[config.mk]
export PLATFORM = sky130hd
export DESIGN_NAME = _register_univ
export DESIGN_NICKNAME = d
export VERILOG_FILES = /design/src/rtl/_register_univ.sv
export SDC_FILE = /design/constraint.sdc
export NUM_CORES = 1
export LEC_CHECK = 0
export CORE_ASPECT_RATIO = 1.2
export CORE_MARGIN = 3
export CORE_UTILIZATION = 44
export DETAILED_ROUTE_END_ITERATION = 7
export GPL_TIMING_DRIVEN = 0
export PLACE_DENSITY = 0.92
export SETUP_SLACK_MARGIN = 0.5
export SYNTH_ARGS = -nofsm -noshare
export SYNTH_HDL_FRONTEND = slang
export SYNTH_SLANG_ARGS = --single-unit
[constraint.sdc]
create_clock -name clk -period 2 [get_ports clk]
set_clock_uncertainty 0.1 [all_clocks]
set_input_delay 0.4 -clock clk [delete_from_list [all_inputs] [get_ports clk]]
set_output_delay 0.4 -clock clk [all_outputs]
set_load 0.01 [all_outputs]
[src/rtl/_register_univ.sv]
// Parametrised universal register: hold, load, logical/arithmetic shifts, rotates and clear,
// with a registered shift-out bit and combinational complement and zero flag.
module _register_univ #(
  parameter int WIDTH = 8
) (
  input  logic             clk,
  input  logic             reset_n,
  input  logic             en,
  input  logic [2:0]       op,
  input  logic [WIDTH-1:0] d,
  input  logic             si,
  output logic [WIDTH-1:0] q,
  output logic [WIDTH-1:0] q_bar,
  output logic             so,
  output logic             z
);

  localparam int M = WIDTH - 1;

  localparam logic [2:0] OP_HOLD = 3'b000;
  localparam logic [2:0] OP_LOAD = 3'b001;
  localparam logic [2:0] OP_SHL  = 3'b010;
  localparam logic [2:0] OP_SHR  = 3'b011;
  localparam logic [2:0] OP_ROL  = 3'b100;
  localparam logic [2:0] OP_ROR  = 3'b101;
  localparam logic [2:0] OP_ASR  = 3'b110;
  localparam logic [2:0] OP_CLR  = 3'b111;

  logic [WIDTH-1:0] r_q;
  logic             r_so;
  logic [WIDTH-1:0] w_q_next;
  logic             w_so_next;

  always_comb begin
    w_q_next  = r_q;
    w_so_next = r_so;
    case (op)
      OP_HOLD: begin
        w_q_next  = r_q;
        w_so_next = r_so;
      end
      OP_LOAD: begin
        w_q_next  = d;
        w_so_next = 1'b0;
      end
      OP_SHL: begin
        w_q_next  = {r_q[M-1:0], si};
        w_so_next = r_q[M];
      end
      OP_SHR: begin
        w_q_next  = {si, r_q[M:1]};
        w_so_next = r_q[0];
      end
      OP_ROL: begin
        w_q_next  = {r_q[M-1:0], r_q[M]};
        w_so_next = r_q[M];
      end
      OP_ROR: begin
        w_q_next  = {r_q[0], r_q[M:1]};
        w_so_next = r_q[0];
      end
      // Sign bit is replicated, so repeated ASRs saturate to all copies of q[M].
      OP_ASR: begin
        w_q_next  = {r_q[M], r_q[M:1]};
        w_so_next = r_q[0];
      end
      OP_CLR: begin
        w_q_next  = '0;
        w_so_next = 1'b0;
      end
      default: begin
        w_q_next  = r_q;
        w_so_next = r_so;
      end
    endcase
  end

  always_ff @(posedge clk or negedge reset_n) begin
    if (!reset_n) begin
      r_q  <= '0;
      r_so <= 1'b0;
    end else if (en) begin
      r_q  <= w_q_next;
      r_so <= w_so_next;
    end
  end

  assign q     = r_q;
  assign q_bar = ~r_q;
  assign so    = r_so;
  assign z     = (r_q == '0);

endmodule

==> results.json, run 1 <==
{
  "status": "finished clean",
  "rr_worst_depth": 4,
  "portBuffers": 31,
  "crit_path_start_kind": "flop",
  "die_area_um2": 2210,
  "switching_share_pct": 38.8,
  "syn_nets": 112,
  "critPathKind": "flop to output port",
  "finalPower_mw": 0.858,
  "initial_core_util_pct": 49.2,
  "ys_warn_count": 0,
  "synth_seq_area_share_pct": 30.5,
  "p_clk_share_pct": 17.8,
  "synth_top_family_by_area": "compound AO/OA/AOI/OAI gates",
  "required_ns": 1.50,
  "fin_setup_tns_ns": 0,
  "num_antenna_cells": 0,
  "min_path_type": "input pin to async pin",
  "finalCritPeriodShare_pct": 80.7,
  "insertion_delay_ns": 0.26,
  "avgSynthCellArea_um2": 7.62,
  "io_pins": 33,
  "pwr-share-seq_pct": 28.7,
  "ys_types": 29,
  "grt_first_pass_wirelength_um": 4270,
  "synthCells": 97,
  "slew_violations": 0,
  "overflow": 0,
  "fmax_mhz": 620,
  "setup_ws_ns": 0.387,
  "cap_violations": 0,
  "cts_buffer_depth": 2,
  "gp_congestion": 0.849,
  "drc_errors": 0,
  "timing.hold.ws_ns": 0.351,
  "async_flop_share_pct": 100,
  "synth_compound_area_share_pct": 32.0,
  "dr.pass1.iters": 4,
  "rsz0062_at_grt": "yes",
  "p_leak_nw": 0.589,
  "syn_area_um2": 739,
  "hold_viol_final": 0,
  "grt_pass1_vias": 857,
  "die_w_um": 43.4,
  "peakVddDrop_v": 0.000626,
  "post-route-min-period_ns": 1.61,
  "cts.sinks": 9,
  "synth_top_area_share_pct": 30.5,
  "area_growth_pct": 63.5,
  "switchingPower_mw": 0.333,
  "maxSlewHeadroom_pct": 59.8,
  "grt_antenna_before_repair": 0,
  "ant_nets": 0,
  "pre_cts_ws_ns": -0.311,
  "yosysMostFrequentCell": "nand2_1",
  "synth.area.mux_share_pct": 6.77,
  "layout.cells.non_filler": 163,
  "routed_wirelength_um": 2850,
  "rrSetupSlack_ns": 0.51,
  "h-tree-depth": 1,
  "worstMarginPinSlew_ns": 0.600,
  "synthAdderAreaFrac_pct": 0,
  "grt_max_degree": 11,
  "final_cell_area_um2": 1210,
  "end_kind": "output port",
  "vias": 1003,
  "fillerInstances": 101,
  "placedCellCount": 145,
  "path_max_fanout": 3,
  "layout-drive-gt1-share_pct": 36.3,
  "arrival_ns": 1.11,
  "via_per_inst": 6.15,
  "cts_tree": "built",
  "grtUsageTotal_pct": 25.7,
  "cts_buffers": 3,
  "path_clk_slew_ns": 0.07,
  "dpl_cell_area_um2": 1100,
  "finalSetupViolations": 0,
  "synthXorXnorAreaFrac_pct": 1.18,
  "drtIter0Drc": 48,
  "final_util_pct": 80.5,
  "p_int_mw": 0.526,
  "clockRootBuffer": "clkbuf_4",
  "synth_commonest_cells": "nand2_1, inv_1, a21oi_1, dfrtp_1, a32o_1",
  "rr_startpoint": "q[1]",
  "synthTopCellsByArea": "dfrtp_1, a32o_1, nand2_1, mux2i_1, a21oi_1",
  "reg2reg_to": "q[0]",
  "routedWlPerCell_um": 17.5,
  "nNetsFinal": 162,
  "ys_seq_elements": 9,
  "yosys.area_share.simple_pct": 19.1,
  "hpwl_um": 1730,
  "combPwrFrac_pct": 53.5,
  "die_y_um": 50.9,
  "rows": 15,
  "powerDensity_nw_per_um2": 710,
  "synth_ff_type": "dfrtp_1",
  "synth_largest_area_cell": "dfrtp_1",
  "synth_edf_count": 0,
  "coreArea_um2": 1500
}
-- state kept, by name, summed over array words and instances, names as in the netlist --
register / count
so: 1
q: 8
-- power by group through the flow --
stage          combinational [mW]  clock (mW)  sequential (mW)
4_1_cts                     0.406       0.152            0.244
2_1_floorplan               0.162           0            0.275
6_report                    0.459       0.153            0.246
3_5_place_dp                0.370           0            0.272
3_3_place_gp                0.362           0            0.270
5_1_grt                     0.489       0.167            0.251
-- cells in the final DEF (no fill, tap or decap), types with 2 or more instances in the layout --
| cell type | count |
|---|---|
| a21oi_1 | 8 |
| a32o_1 | 6 |
| buf_2 | 9 |
| buf_4 | 12 |
| buf_6 | 4 |
| clkbuf_1 | 2 |
| clkbuf_2 | 7 |
| clkbuf_4 | 3 |
| clkbuf_8 | 2 |
| clkdlybuf4s15_1 | 3 |
| clkdlybuf4s50_1 | 9 |
| dfrtp_1 | 5 |
| dfrtp_2 | 4 |
| dlygate4sd2_1 | 4 |
| dlymetal6s2s_1 | 2 |
| inv_1 | 7 |
| inv_2 | 3 |
| mux2i_1 | 5 |
| nand2_1 | 17 |
| nand2b_1 | 2 |
| nand4_1 | 2 |
| nor2_1 | 3 |
| o21ai_0 | 6 |
| o22ai_1 | 2 |
-- per-layer routing --
layer	global-route usage [%]	routed length [um]	vias to the layer above
met2	43.1	1440	71
met5	0	0	-
met3	4.93	210	10
li1	-	-	450
met1	30.9	1130	472
met4	12.1	69	0
-- critical path, cell delays in order, from the launching register on --
cell     delay [ns]
dfrtp_2        0.41
inv_1          0.09
nand4_1        0.11
nor2_1         0.11
buf_2          0.13
-- worst max-delay path by stage --
stage	startpoint	endpoint	slack, ns	cells past startpoint
after floorplan	op[0]	q[1]	0.46	5
after global placement	op[2]	q[0]	-0.23	5
after detailed placement	op[2]	q[2]	-0.31	5
after CTS	q[6]	z	0.25	4
after global routing	q[3]	z	0.30	4
final	q[7]	z	0.39	4
-- layout make-up --
| cell class | instances | area (um^2) | share of cell area (%) |
|---|---|---|---|
| well taps | 17 | 21.3 | 1.76 |
| clock buffers | 4 | 26.3 | 2.17 |
| repair buffers | 45 | 362 | 29.9 |
| inverters | 10 | 37.5 | 3.11 |
| flip-flops and latches | 9 | 230 | 19.0 |
| multi-input cells | 70 | 467 | 38.6 |
| plain buffers | 8 | 65.1 | 5.38 |
-- repair_timing --
item / in CTS / in global routing
setup endpoints to repair: 27 / 16
hold buffers: 0 / 0
resized for setup: 57 / 23
endpoints found under the hold margin: 0 / 0
pin swaps: 2 / 6
gates cloned: 0 / 0
buffers inserted: 9 / 5
-- logic make-up (layout without fill, tap and decap cells) --
kind of cell    count (synthesis)  count (layout)
compound gates                 33              33
xor+xnor                        1               1
buf+inv                        18              67
flops                           9               9
mux                             5               5
simple gates                   31              31
Power figures use the tool's default switching activity.
==> run 2: changes to the inputs <==
--- a/config.mk
+++ b/config.mk
@@ -7,10 +7,10 @@
 export LEC_CHECK = 0
 export CORE_ASPECT_RATIO = 1.2
 export CORE_MARGIN = 3
-export CORE_UTILIZATION = 44
+export CORE_UTILIZATION = 41
 export DETAILED_ROUTE_END_ITERATION = 7
 export GPL_TIMING_DRIVEN = 0
-export PLACE_DENSITY = 0.92
+export PLACE_DENSITY = 0.87
 export SETUP_SLACK_MARGIN = 0.5
 export SYNTH_ARGS = -nofsm -noshare
 export SYNTH_HDL_FRONTEND = slang
==> constraint.sdc (replaced) <==
create_clock -name clk -period 1.7 [get_ports clk]
set_clock_uncertainty 0.1 [all_clocks]
set_input_delay 0.34 -clock clk [delete_from_list [all_inputs] [get_ports clk]]
set_output_delay 0.34 -clock clk [all_outputs]
set_load 0.01 [all_outputs]
==> run 2 against run 1 <==
Clock power increased by 20%. Count of clock-buffer cells in the layout unchanged. Critical endpoint unchanged. Global-route usage decreased by 0.34 points. Highest routed layer unchanged. Critical path type unchanged.
==> results.json, run 2 (synthesis gave the netlist of run 1 again) <==
{
  "dr.pass1.iters": 4,
  "end_kind": "output port",
  "overflow": 0,
  "grt.met3_usage_pct": 5.50,
  "nNetsFinal": 173,
  "fillerInstances": 91,
  "drtIter0Drc": 73,
  "num_antenna_cells": 0,
  "maxSlewHeadroom_pct": 65.1,
  "grt_max_degree": 11,
  "mostFrequentLayoutCells": "buf_6, buf_4, nand2_1, clkdlybuf4s50_1, inv_2",
  "io_pins": 33,
  "required_ns": 1.26,
  "final_common_cell": "buf_6",
  "crit_start": "q[5]",
  "h-tree-depth": 1,
  "grt_pass1_vias": 906,
  "slew_violations": 0,
  "grtUsageMet2_pct": 40.4,
  "hpwl_um": 1610,
  "grt_first_pass_wirelength_um": 4320,
  "cts_tree": "built",
  "vias": 1080,
  "finalPower_mw": 1.23,
  "initial_core_util_pct": 44.5,
  "grtUsageMet1_pct": 32.9,
  "layout.cells.non_filler": 175,
  "p_int_mw": 0.763,
  "cap_violations": 0,
  "finalCritPeriodShare_pct": 98.0,
  "status": "finished clean",
  "seq_area_um2": 233,
  "rsz0062_at_grt": "yes",
  "worstMarginPinSlew_ns": 0.523,
  "largest_register_ff_count": 8,
  "peakVddDrop_v": 0.000567,
  "cts_buffers": 3,
  "area_growth_pct": 91.4,
  "placedCellCount": 146,
  "layout-drive-gt1-share_pct": 50.3,
  "finalSetupViolations": 0,
  "ant_nets": 0,
  "die_y_um": 52.5,
  "multi_input_area_um2": 489,
  "portBuffers": 31,
  "ctsHoldBuffers": 0,
  "min_path_type": "input pin to async pin",
  "critPathKind": "flop to output port",
  "routed_wirelength_um": 3520,
  "p_clk_share_pct": 14.9,
  "path_clk_slew_ns": 0.07,
  "drc_errors": 0,
  "clockRootBuffer": "clkbuf_4",
  "busiest_layer": "met2",
  "grt_antenna_before_repair": 0,
  "switchingPower_mw": 0.471,
  "powerDensity_nw_per_um2": 872,
  "pwr-share-seq_pct": 23.9,
  "post-route-min-period_ns": 1.67,
  "hold_viol_final": 0,
  "arrival_ns": 1.23,
  "insertion_delay_ns": 0.28,
  "routedWlPerCell_um": 20.1,
  "path_max_fanout": 2,
  "fmax_mhz": 601,
  "p_leak_nw": 0.659,
  "via_per_inst": 6.17,
  "grtUsageTotal_pct": 25.3,
  "rr_startpoint": "q[7]",
  "crit_path_start_kind": "flop",
  "coreArea_um2": 1660,
  "die_w_um": 44.8,
  "cts.sinks": 9,
  "die_area_um2": 2350,
  "cts_buffer_depth": 2,
  "switching_share_pct": 38.2,
  "gp_congestion": 0.861,
  "rows": 16,
  "combPwrFrac_pct": 61.2
}
==> run 2: per-stage QoR <==
stage	utilization (%)	cell area [um^2]	hold WS (ns)	setup slack (ns)	TNS, ns
after CTS	77.9	1290	0.277	0.173	0
after floorplan	-	778	-0.0556	0.216	0
after global routing	85.2	1420	0.292	-0.00505	-0.00505
after detailed placement	66.9	1110	0.457	-0.549	-4.41
after global placement	66.9	1110	0.452	-0.487	-3.95
final	85.2	1420	0.279	0.0348	0
==> run 2: metal layers <==
metal | up-vias | part of all wire (%)
li1 | 475 | -
met3 | 19 | 10
met2 | 82 | 47
met5 | - | 0
met4 | 0 | 3.7
met1 | 504 | 39
==> run 2: worst paths after layout <==
kind,end,slack [ns],cells past startpoint
worst max-delay path,z,0.03,4
worst min-delay path,q[3],0.28,1
worst max register to register,so,0.10,7
worst min register to register,so,0.60,3
max in group asynchronous,q[0],0.87,1
min in group clk,so,0.29,3
==> run 2: cell type report <==
type                    instances  share of cell area [%]
well taps                      18                    1.59
plain buffers                   8                    4.95
multi-input cells              70                    34.6
repair buffers                 56                    37.9
clock buffers                   4                    1.86
flip-flops and latches          9                    16.4
inverters                      10                    2.65
==> run 2: repair_timing <==
| action | CTS | global route |
|---|---|---|
| setup buffers | 17 | 8 |
| endpoints found under the setup margin | 27 | 27 |
| pin swaps | 9 | 4 |
| resized for setup | 110 | 11 |
==> run 2: power groups by stage <==
stage	clock [mW]	sequential (mW)	combinational, mW
2_1_floorplan	0	0.336	0.199
3_3_place_gp	0	0.329	0.432
3_5_place_dp	0	0.332	0.440
4_1_cts	0.176	0.291	0.598
5_1_grt	0.191	0.297	0.788
6_report	0.183	0.295	0.755
==> run 2: critical path, cell delays in order (launching register included) <==
cell and delay [ns]:
dfrtp_2 0.43, inv_2 0.08, nand4_1 0.17, nor2_2 0.12, buf_2 0.14
==> run 3: changes to the inputs <==
--- a/config.mk
+++ b/config.mk
@@ -7,10 +7,10 @@
 export LEC_CHECK = 0
 export CORE_ASPECT_RATIO = 1.2
 export CORE_MARGIN = 3
-export CORE_UTILIZATION = 41
+export CORE_UTILIZATION = 44
 export DETAILED_ROUTE_END_ITERATION = 7
 export GPL_TIMING_DRIVEN = 0
-export PLACE_DENSITY = 0.87
+export PLACE_DENSITY = 0.92
 export SETUP_SLACK_MARGIN = 0.5
 export SYNTH_ARGS = -nofsm -noshare
 export SYNTH_HDL_FRONTEND = slang
==> constraint.sdc (replaced) <==
create_clock -name clk -period 2.1 [get_ports clk]
set_clock_uncertainty 0.1 [all_clocks]
set_input_delay 0.42 -clock clk [delete_from_list [all_inputs] [get_ports clk]]
set_output_delay 0.42 -clock clk [all_outputs]
set_load 0.01 [all_outputs]
==> run 3 against run 2 <==
Setup slack gained 0.42 ns. Non-clock buffer count shrank 10. Power shrank 35%. Worst hold slack gained 0.090 ns. Register-to-register slack gained 0.50 ns. Wire length shrank 23%. Largest power group unchanged. Flip-flop and latch count is the same. Cell count shrank 6.3%.
==> results.json, run 3 (synthesis gave the netlist of run 1 again) <==
{
  "cts.sinks": 9,
  "h-tree-depth": 1,
  "io_pins": 33,
  "setup_ws_ns": 0.455,
  "grtUsageTotal_pct": 25.3,
  "crit_path_start_kind": "flop",
  "end_kind": "output port",
  "p_int_mw": 0.498,
  "slew_violations": 0,
  "dr.pass1.iters": 4,
  "cts_buffer_depth": 2,
  "rows": 15,
  "grt_first_pass_wirelength_um": 4260,
  "rsz0062_at_grt": "yes",
  "finalPower_mw": 0.800,
  "coreArea_um2": 1500,
  "routedWlPerCell_um": 16.5,
  "fillerInstances": 101,
  "mostFrequentLayoutCells": "nand2_1, buf_4, dlygate4sd2_1, clkdlybuf4s50_1, a21oi_1",
  "layout-drive-gt1-share_pct": 28.6,
  "drc_errors": 0,
  "switching_share_pct": 37.8,
  "arrival_ns": 1.13,
  "portBuffers": 31,
  "placedCellCount": 145,
  "cpPeakStageDelay_ns": 0.45,
  "path_clk_slew_ns": 0.07,
  "finalSetupViolations": 0,
  "powerDensity_nw_per_um2": 668,
  "vias": 967,
  "die_w_um": 43.4,
  "hold_viol_final": 0,
  "post-route-min-period_ns": 1.65,
  "multi_input_area_um2": 453,
  "routed_wirelength_um": 2700,
  "seq_area_um2": 231,
  "initial_core_util_pct": 49.2,
  "insertion_delay_ns": 0.26,
  "crit_path_cell_trace": "buf_4, dlygate4sd2_1",
  "switchingPower_mw": 0.303,
  "critPathKind": "flop to output port",
  "fmax_mhz": 608,
  "fin_setup_tns_ns": 0,
  "pre_cts_ws_ns": -0.225,
  "cts_tree": "built",
  "combPwrFrac_pct": 51.9,
  "clockRootBuffer": "clkbuf_4",
  "status": "finished clean",
  "hpwl_um": 1720,
  "drtIter0Drc": 71,
  "largest_register_ff_count": 8,
  "via_per_inst": 5.90,
  "finalCritPeriodShare_pct": 78.3,
  "num_antenna_cells": 0,
  "die_area_um2": 2210,
  "dpl_cell_area_um2": 1070,
  "min_path_type": "input pin to async pin",
  "maxSlewHeadroom_pct": 69.3,
  "grt_max_degree": 11,
  "grt_antenna_before_repair": 0,
  "cap_violations": 0,
  "ctsHoldBuffers": 0,
  "overflow": 0,
  "ant_nets": 0,
  "final_common_cell": "nand2_1",
  "p_clk_share_pct": 17.9,
  "cp_top_family": "flip-flops",
  "gp_congestion": 0.856,
  "die_y_um": 50.9,
  "cp.buffers_inverters": 2,
  "cts_buffers": 3,
  "layout.cells.non_filler": 164,
  "nNetsFinal": 163,
  "required_ns": 1.58,
  "worstMarginPinSlew_ns": 0.459,
  "grt_pass1_vias": 876,
  "area_growth_pct": 61.9,
  "p_leak_nw": 0.563,
  "peakVddDrop_v": 0.000429,
  "crit_slowest_cell": "dfrtp_2",
  "pwr-share-seq_pct": 30.3,
  "final_cell_area_um2": 1200,
  "path_max_fanout": 6
}
[run 3: worst paths after layout]
check	startpoint	to	slack [ns]	cells past startpoint
max in group asynchronous	reset_n	q[5]	1.19	1
max	q[2]	q[2]	0.45	2
min in group clk	op[2]	so	0.44	3
min reg2reg	q[5]	q[5]	0.45	1
max reg2reg	q[1]	q[0]	0.60	4
min	reset_n	q[7]	0.37	1
[run 3: what timing repair did]
action	in CTS	in global routing
cloned	0	0
pin swaps	0	2
setup buffers	8	7
setup endpoints to repair	27	13
gates resized for setup	37	12
[run 3: cell type report]
type | instances | share of cell area [%]
tap | 17 | 1.78
timing repair buffer | 46 | 31.8
inverter | 10 | 3.13
clock buffer | 4 | 2.19
buffer | 8 | 3.97
multi-input combinational | 70 | 37.8
sequential | 9 | 19.3
[run 3: power by group through the flow]
stage	registers [mW]	logic, mW	clock network, mW
6_report	0.242	0.415	0.143
5_1_grt	0.246	0.448	0.156
4_1_cts	0.243	0.369	0.140
3_5_place_dp	0.260	0.349	0
3_3_place_gp	0.256	0.342	0
2_1_floorplan	0.262	0.151	0
[run 3: worst register-to-register path: cells and delay by family, from the launching register on]
| family | cells | cell delay (ns) |
|---|---|---|
| buffers and inverters | 2 | 0.28 |
| AOI/OAI and AO/OA | 2 | 0.61 |
| DFF | 1 | 0.39 |
[run 3: layer usage]
| layer | vias to the layer above | global-route usage, % | part of all wire, % |
|---|---|---|---|
| met3 | 8 | 3.52 | 6.7 |
| met4 | 0 | 9.55 | 1.6 |
| li1 | 449 | - | - |
| met2 | 60 | 40.6 | 52 |
| met1 | 450 | 34.1 | 40 |
| met5 | - | 0 | 0 |
[run 3: metrics by stage]
step / hold WS [ns] / util, %
finish: 0.369 / 79.8
global route: 0.374 / 79.8
CTS: 0.375 / 77.3
detailed placement: 0.467 / 71.6
global placement: 0.462 / 71.6
floorplan: 0.0244 / -
